**config.mk**
```make
export PLATFORM = sky130hd
export DESIGN_NAME = fsm_led3_stimulus
export DESIGN_NICKNAME = d
export VERILOG_FILES = /design/src/rtl/fsm_led3_stimulus.sv
export SDC_FILE = /design/constraint.sdc
export NUM_CORES = 1
export LEC_CHECK = 0
export BUFFER_PORTS_ARGS = -buffer_cell sky130_fd_sc_hd__buf_2
export CORE_MARGIN = 2
export CORE_UTILIZATION = 40
export CTS_CLUSTER_SIZE = 28
export DETAILED_ROUTE_END_ITERATION = 16
export HOLD_SLACK_MARGIN = 0.02
export PLACE_DENSITY = 0.64
export SYNTH_ARGS = -nofsm -noshare
export SYNTH_HDL_FRONTEND = slang
export SYNTH_SLANG_ARGS = --single-unit
```
**constraint.sdc**
```tcl
create_clock -name clk -period 2.99 [get_ports clk]
set_input_delay 0.7475 -clock clk [delete_from_list [all_inputs] [get_ports clk]]
set_output_delay 0.7475 -clock clk [all_outputs]
set_load 0.05 [all_outputs]
```
**src/rtl/fsm_led3_stimulus.sv**
```systemverilog
// Closed-loop exerciser for the 3-switch / 3-LED Moore FSM: plays an 8-step
// switch sequence, samples the LEDs at the end of each hold window and scores them.
`timescale 1ns/1ps
module fsm_led3_stimulus #(
  parameter int HOLD_CYCLES = 4
) (
  input  logic       clk,
  input  logic       reset,
  input  logic       start,
  input  logic [2:0] led,
  output logic [2:0] sw_out,
  output logic       busy,
  output logic       done,
  output logic       pass,
  output logic [3:0] err_cnt,
  output logic [2:0] fail_step,
  output logic [2:0] step
);

  typedef enum logic [1:0] {ST_IDLE, ST_DRIVE, ST_DONE} state_t;

  localparam logic [7:0] HOLD_LAST = 8'(HOLD_CYCLES - 1);

  state_t     r_state;
  state_t     w_state_next;
  logic [7:0] r_timer;
  logic [2:0] r_step;
  logic [2:0] r_sw_out;
  logic [2:0] r_fail_step;
  logic [3:0] r_err_cnt;
  logic       r_pass;
  logic       w_sample;
  logic       w_last;
  logic       w_mismatch;

  function automatic logic [2:0] code_rom(input logic [2:0] idx);
    case (idx)
      3'd0:    code_rom = 3'b001;
      3'd1:    code_rom = 3'b010;
      3'd2:    code_rom = 3'b100;
      3'd3:    code_rom = 3'b011;
      3'd4:    code_rom = 3'b010;
      3'd5:    code_rom = 3'b100;
      3'd6:    code_rom = 3'b111;
      default: code_rom = 3'b000;
    endcase
  endfunction

  // LED pattern the FSM should show once the step's code has taken effect
  function automatic logic [2:0] exp_rom(input logic [2:0] idx);
    case (idx)
      3'd0:    exp_rom = 3'b001;
      3'd1:    exp_rom = 3'b010;
      3'd2:    exp_rom = 3'b100;
      3'd3:    exp_rom = 3'b001;
      3'd4:    exp_rom = 3'b010;
      3'd5:    exp_rom = 3'b100;
      3'd6:    exp_rom = 3'b111;
      default: exp_rom = 3'b000;
    endcase
  endfunction

  assign w_sample   = (r_state == ST_DRIVE) && (r_timer == HOLD_LAST);
  assign w_last     = w_sample && (r_step == 3'd7);
  assign w_mismatch = w_sample && (led != exp_rom(r_step));

  always_ff @(posedge clk) begin
    if (reset) r_state <= ST_IDLE;
    else       r_state <= w_state_next;
  end

  always_comb begin
    w_state_next = r_state;
    case (r_state)
      ST_IDLE:  if (start) w_state_next = ST_DRIVE;
      ST_DRIVE: if (w_last) w_state_next = ST_DONE;
      ST_DONE:  w_state_next = ST_IDLE;
      default:  w_state_next = ST_IDLE;
    endcase
  end

  always_comb begin
    busy = (r_state == ST_DRIVE);
    done = (r_state == ST_DONE);
  end

  always_ff @(posedge clk) begin
    if (reset) begin
      r_timer     <= 8'd0;
      r_step      <= 3'd0;
      r_sw_out    <= 3'd0;
      r_fail_step <= 3'd0;
      r_err_cnt   <= 4'd0;
      r_pass      <= 1'b0;
    end else if (r_state == ST_IDLE && start) begin
      r_timer     <= 8'd0;
      r_step      <= 3'd0;
      r_sw_out    <= code_rom(3'd0);
      r_fail_step <= 3'd0;
      r_err_cnt   <= 4'd0;
      r_pass      <= 1'b0;
    end else if (r_state == ST_DRIVE) begin
      if (w_sample) begin
        r_timer <= 8'd0;
        if (w_mismatch) begin
          r_err_cnt <= r_err_cnt + 4'd1;
          if (r_err_cnt == 4'd0) r_fail_step <= r_step;
        end
        // Final compare folds into pass so it is already valid in the done cycle
        if (w_last) begin
          r_sw_out <= 3'd0;
          r_pass   <= (r_err_cnt == 4'd0) && !w_mismatch;
        end else begin
          r_step   <= r_step + 3'd1;
          r_sw_out <= code_rom(r_step + 3'd1);
        end
      end else begin
        r_timer <= r_timer + 8'd1;
      end
    end
  end

  assign sw_out    = r_sw_out;
  assign pass      = r_pass;
  assign err_cnt   = r_err_cnt;
  assign fail_step = r_fail_step;
  assign step      = r_step;

endmodule

```
==> Word-level counts from Yosys, hierarchy flattened <==
Cells that the tools add are included.
{ "totals": {"ff_bits": 24, "wordCells": 66} }
{ "classes": {"addsub": 3, "eq_ne": 19, "n_mux": 10, "bitwise_logic": 1, "n_reduce_logical": 25} }
{ "ops": {"columns": ["cell", "n"], "rows": [
  ["$eq 3x3->1 const B", 7],
  ["$pmux 3 s5", 1],
  ["$eq 3x2->1 const B", 4],
  ["$pmux 3 s4", 1],
  ["$reduce_or 2->1", 6],
  ["$reduce_and 3->1", 3],
  ["$add 8x1->8 const B", 1],
  ["$eq 8x2->1 const B", 1],
  ["$mux 8", 1],
  ["$eq 3x1->1 const B", 2],
  ["$logic_not 3->1", 2],
  ["$reduce_and 2->1", 3],
  ["$logic_and 1x1->1", 5],
  ["$add 4x1->4 const B", 1],
  ["$logic_not 4->1", 1],
  ["$mux 2", 2],
  ["$pmux 2 s2", 1],
  ["$reduce_and 4->1", 1],
  ["$reduce_bool 2->1", 2],
  ["$add 3x1->3 const B", 1],
  ["$mux 1", 3],
  ["$mux 3", 1],
  ["$ne 3x3->1", 1],
  ["$eq 2x1->1 const B", 1],
  ["other kinds (6)", 6]
]} }

==> Longest topological paths before layout <==
{ "logic_depth": {"depth_word": 8, "depth_mapped": 7, "mapped_depth_nobuf": 7} }

==> Least setup slack after synthesis <==
OpenSTA, ideal clock, no wires.
{ "synth_path": {"kind": "reg-to-reg", "start": "register r_step[0] (netlist: step[0])", "end": "register r_fail_step[0] (netlist: fail_step[0])", "t_arrival_ns": 2.477, "required_time_ns": 2.918, "path_slack_ns": 0.442, "path_stages_with_launch": 8, "path_buffers": 0, "synth_period_minus_slack_ns": 2.548, "path_cell_list": "dfxtp_1 > inv_1 > ha_1 > or3b_1 > a21oi_1 > o21ai_0 > a31oi_4 > mux2i_1"} }
{ "synth_via": {"elab_chain_len": 6, "elab_cells_between_ends": 14} }
{ "synth_lines": {"columns": ["item", "line_no", "text"], "rows": [
  ["from (decl)", "27", "logic [2:0] r_step;"],
  ["from (signal assigned)", "114", "r_step <= r_step + 3'd1;"],
  ["$eq 3x3->1, or another cell as far along", "51", "case (idx)"],
  ["$reduce_or 2->1 (no source line)", null, null],
  ["$pmux 3 s4", "51", null],
  ["$ne 3x3->1", "65", "assign w_mismatch = w_sample && (led != exp_rom(r_step));"],
  ["$logic_and 1x1->1", "65", null],
  ["$reduce_and 4->1 (no source line)", null, null],
  ["to (signal assigned)", "107", "if (r_err_cnt == 4'd0) r_fail_step <= r_step;"],
  ["to (decl)", "29", "logic [2:0] r_fail_step;"]
]} }
Several ways; a longest one is shown, not always the timed one.
A chain may end at the register's enable or synchronous reset.

==> Final worst setup path <==
{ "layout_path": {"start": "register r_step[0] (netlist: step[0])", "end": "register r_err_cnt[3] (netlist: err_cnt[3])"} }
{ "layout_via": {"elab_chain_len": 6, "elab_cells_between_ends": 14} }
{ "layout_lines": {"columns": ["item", "line_no", "text"], "rows": [
  ["$eq 3x3->1, or another cell as far along", "51", null],
  ["$reduce_or 2->1 (no source line)", null, null],
  ["$pmux 3 s4 *", "51", null],
  ["$ne 3x3->1 *", "65", null],
  ["$logic_and 1x1->1 *", "65", null],
  ["$reduce_and 3->1 (no source line) *", null, null],
  ["to (signal assigned)", "106", "r_err_cnt <= r_err_cnt + 4'd1;"],
  ["to (decl)", "30", "logic [3:0] r_err_cnt;"]
]} }
Every way passes the cells marked *; elsewhere a longest branch is shown, timed or not.

==> impl_summary.log <==
INFO  metric status = finished clean
INFO  metric post_synth_edffs = 0
INFO  metric floorplan.die.width = 63.2 µm
INFO  metric final_net_count = 196
INFO  metric cts_htree_levels = 1
INFO  metric gr-total-overflow = 0
INFO  metric rsz0062_at_grt = no
INFO  metric row_count = 21
INFO  metric drt_iter0_markers = 35
INFO  metric timing.final.hold_violations = 0
INFO  metric cts_root_buffer = sky130_fd_sc_hd__clkbuf_4
INFO  metric setup.worst_path.end_class = flip-flop
INFO  metric critical_path_class = flip-flop to flip-flop
INFO  metric synth_ff_type = sky130_fd_sc_hd__dfxtp_1
INFO  metric detailroute.via_count = 1166
INFO  metric place_congestion = 0.776
INFO  metric wl_per_cell = 12.1 µm
INFO  metric cellLeakagePower = 0.601 nW
INFO  metric grt.busiest_layer = met2
INFO  metric use_met2 = 22.6%
INFO  metric drive_gt1_share = 21.3%
INFO  metric holdCritPathClass = flip-flop to flip-flop
INFO  metric route.detailed.vias_per_inst = 5.21
INFO  metric ys.warnings.count = 0
INFO  metric synth.top_cell.area_share = 34.2%
INFO  metric clkLatencyLatePin = 0.31 ns
INFO  metric floorplan.io_pins = 22
INFO  metric core-area = 3360 µm²
INFO  metric worstPathMaxFanout = 9
INFO  metric fin_crit = 2.44 ns
INFO  metric drv_slew = 0
INFO  metric rrSetupSlack = 0.55 ns
INFO  metric post-synth-top-area-cell = sky130_fd_sc_hd__dfxtp_1
INFO  metric track_usage = 14.3%
INFO  metric sort_of_element_at_the_start_of_the_critical_path = flip-flop
INFO  metric n_antenna_cell = 0
INFO  metric die_area = 4000 µm²
INFO  metric max_cap_check_violation_count = 0
INFO  metric postSynthCellCount = 157
INFO  metric die-height = 63.2 µm
INFO  metric synth.avg_cell_area = 8.94 µm²
INFO  metric worst_ir_drop_vdd = 0.164 mV
INFO  metric fin_tns_setup = 0 ns
INFO  metric synth.ff_latch_count = 24
INFO  metric timing.max_slew.rel_slack = 49.2%
INFO  metric ys_types = 39
INFO  metric cts_tree = built
INFO  metric clock_skews = 0.00197 ns
INFO  metric postCtsSetupRepairBufs = 0
INFO  metric number_of_antenna_violations_at_the_first_check_in_global_routing = 0
INFO  metric ys_async_sr_fraction = 0%
INFO  metric setup_violations = 0
INFO  metric place.port_buffers = 21
INFO  metric final_routed_wirelength_across_all_metal_layers = 2710 µm
INFO  metric drc = 0
INFO  metric cts_max_path_buffers = 2
INFO  metric post_layout_instance_area = 1560 µm²
INFO  metric cts_buf_count = 3
INFO  metric drtPass1Iterations = 4
INFO  metric worst_margin_slew = 0.759 ns
INFO  metric postPlaceCellArea = 1540 µm²
INFO  metric use_met3 = 2.32%
INFO  metric clock_slew_seen_by_the_registers_of_the_worst_setup_and_hold_paths = 0.13 ns
INFO  metric layout_worst_path_cycle_share = 81.5%
INFO  metric synth_net_count = 173
INFO  metric cp.required = 3.25 ns
INFO  metric powerDensity = 328 nW/µm²
INFO  metric detailed_place_hpwl = 2130 µm
INFO  metric synthesis.area = 1400 µm²
INFO  metric clock_sinks = 24
INFO  metric synthTopCellsByArea = sky130_fd_sc_hd__dfxtp_1 34%, sky130_fd_sc_hd__ha_1 8.9%, sky130_fd_sc_hd__nand2_1 6.1%
INFO  metric grt.met1_usage = 19.2%
INFO  metric worst-endpoint-arrival = 2.69 ns
INFO  metric initial_core_util = 41.7%
INFO  metric area_growth_syn_to_layout = 11.3%
INFO  metric grt_first_pass_wirelength = 4620 µm
INFO  metric grt_max_degree = 14
INFO  metric fmaxAchievable = 410 MHz
INFO  metric yosysSeqAreaShare = 34.2%
INFO  metric remaining_antenna_violation_count_after_routing = 0
INFO  metric ctsHoldBuffers = 0
INFO  metric number_of_global_route_vias_before_repair = 1051
INFO  metric post_cts_resize_count = 0
## routing by layer
| metal | wire [µm] | part of all wire [%] | vias up |
|---|---|---|---|
| li1 | - | - | 591 |
| met1 | 1370 | 50 | 551 |
| met2 | 1210 | 45 | 19 |
| met3 | 80 | 3.0 | 5 |
| met4 | 44 | 1.6 | 0 |
| met5 | 0 | 0 | - |
## cells in the mapped netlist (2+ instances only)
| cell | count |
|---|---|
| sky130_fd_sc_hd__a31oi_1 | 2 |
| sky130_fd_sc_hd__mux2_2 | 2 |
| sky130_fd_sc_hd__o21ai_0 | 4 |
| sky130_fd_sc_hd__ha_1 | 10 |
| sky130_fd_sc_hd__a21oi_1 | 9 |
| sky130_fd_sc_hd__nor3_1 | 2 |
| sky130_fd_sc_hd__nor2_1 | 15 |
| sky130_fd_sc_hd__o21bai_1 | 2 |
| sky130_fd_sc_hd__nor3b_1 | 3 |
| sky130_fd_sc_hd__nand3_1 | 4 |
| sky130_fd_sc_hd__buf_6 | 2 |
| sky130_fd_sc_hd__nand4_1 | 3 |
| sky130_fd_sc_hd__nor2b_1 | 3 |
| sky130_fd_sc_hd__or3_1 | 6 |
| sky130_fd_sc_hd__nand2_1 | 23 |
| sky130_fd_sc_hd__mux2i_1 | 7 |
| sky130_fd_sc_hd__xnor2_1 | 2 |
| sky130_fd_sc_hd__a31oi_4 | 2 |
| sky130_fd_sc_hd__inv_1 | 7 |
| sky130_fd_sc_hd__dfxtp_1 | 24 |
| sky130_fd_sc_hd__or2_2 | 2 |
| sky130_fd_sc_hd__xor2_1 | 6 |
## cells in the final DEF (no fill, tap or decap), types with 2 or more instances in the layout
| cell type | n |
|---|---|
| sky130_fd_sc_hd__nand2_1 | 23 |
| sky130_fd_sc_hd__a21oi_1 | 9 |
| sky130_fd_sc_hd__nor3b_1 | 3 |
| sky130_fd_sc_hd__clkbuf_4 | 3 |
| sky130_fd_sc_hd__a31oi_4 | 2 |
| sky130_fd_sc_hd__ha_1 | 10 |
| sky130_fd_sc_hd__o21bai_1 | 2 |
| sky130_fd_sc_hd__nand4_1 | 3 |
| sky130_fd_sc_hd__inv_1 | 7 |
| sky130_fd_sc_hd__or3_1 | 6 |
| sky130_fd_sc_hd__mux2i_1 | 7 |
| sky130_fd_sc_hd__nor3_1 | 2 |
| sky130_fd_sc_hd__nand3_1 | 4 |
| sky130_fd_sc_hd__mux2_2 | 2 |
| sky130_fd_sc_hd__a31oi_1 | 2 |
| sky130_fd_sc_hd__xor2_1 | 6 |
| sky130_fd_sc_hd__buf_2 | 21 |
| sky130_fd_sc_hd__nor2b_1 | 3 |
| sky130_fd_sc_hd__or2_2 | 2 |
| sky130_fd_sc_hd__xnor2_1 | 2 |
| sky130_fd_sc_hd__nor2_1 | 15 |
| sky130_fd_sc_hd__o21ai_0 | 4 |
| sky130_fd_sc_hd__dfxtp_1 | 24 |
## power by group
group	internal [W]	switching [W]
clock network	0.0000472	0.0000951
logic	0.0000132	0.0000299
registers	0.000323	0.00000368
## registers in the layout (all words and copies together) (netlist names)
register / flops
sw_out: 3
err_cnt: 4
step: 3
r_timer: 8
r_state: 2
pass: 1
fail_step: 3
## through the flow
step	total power, W	util [%]	setup slack [ns]	std cells	hold WS (ns)
final	0.000512	46.5	0.553	224	0.471
after floorplan	0.000367	-	0.442	157	0.444
after CTS	0.000517	46.5	0.550	224	0.470
after global routing	0.000537	46.5	0.319	224	0.494
after global placement	0.000376	45.8	0.649	221	0.442
after detailed placement	0.000377	45.8	0.590	221	0.445
## kinds of logic (layout without fill, tap and decap cells)
logic type	after synthesis	in the layout	synth area share, %
mux	9	9	6.60
compound gates	25	25	14.5
flops	24	24	34.2
simple gates	71	71	27.0
xor+xnor	8	8	4.99
buf+inv	10	31	3.74
fa+ha+maj	10	10	8.91
## layout make-up
class | count | area (µm²)
flip-flops and latches | 24 | 480
clock buffers | 3 | 22.5
well taps | 46 | 57.6
multi-input cells | 123 | 871
repair buffers | 21 | 105
fillers | 352 | 1800
inverters | 7 | 26.3
## worst max-delay path, stage by stage, from the launching register on
cell and delay (ns):
sky130_fd_sc_hd__dfxtp_1 0.55, sky130_fd_sc_hd__inv_1 0.14, sky130_fd_sc_hd__ha_1 0.24, sky130_fd_sc_hd__or3b_1 0.35, sky130_fd_sc_hd__a21oi_1 0.26, sky130_fd_sc_hd__o21ai_0 0.31, sky130_fd_sc_hd__a31oi_1 0.34, sky130_fd_sc_hd__mux2i_1 0.20
## final timing paths
| check | cells after the start | endpoint | from |
|---|---|---|---|
| worst max-delay path | 7 | err_cnt[3] | step[0] |
| worst min-delay path | 2 | fail_step[0] | fail_step[0] |
| worst max register to register | 7 | err_cnt[3] | step[0] |
| worst min register to register | 2 | fail_step[0] | fail_step[0] |
No activity file was read; power rests on OpenSTA's default activity.
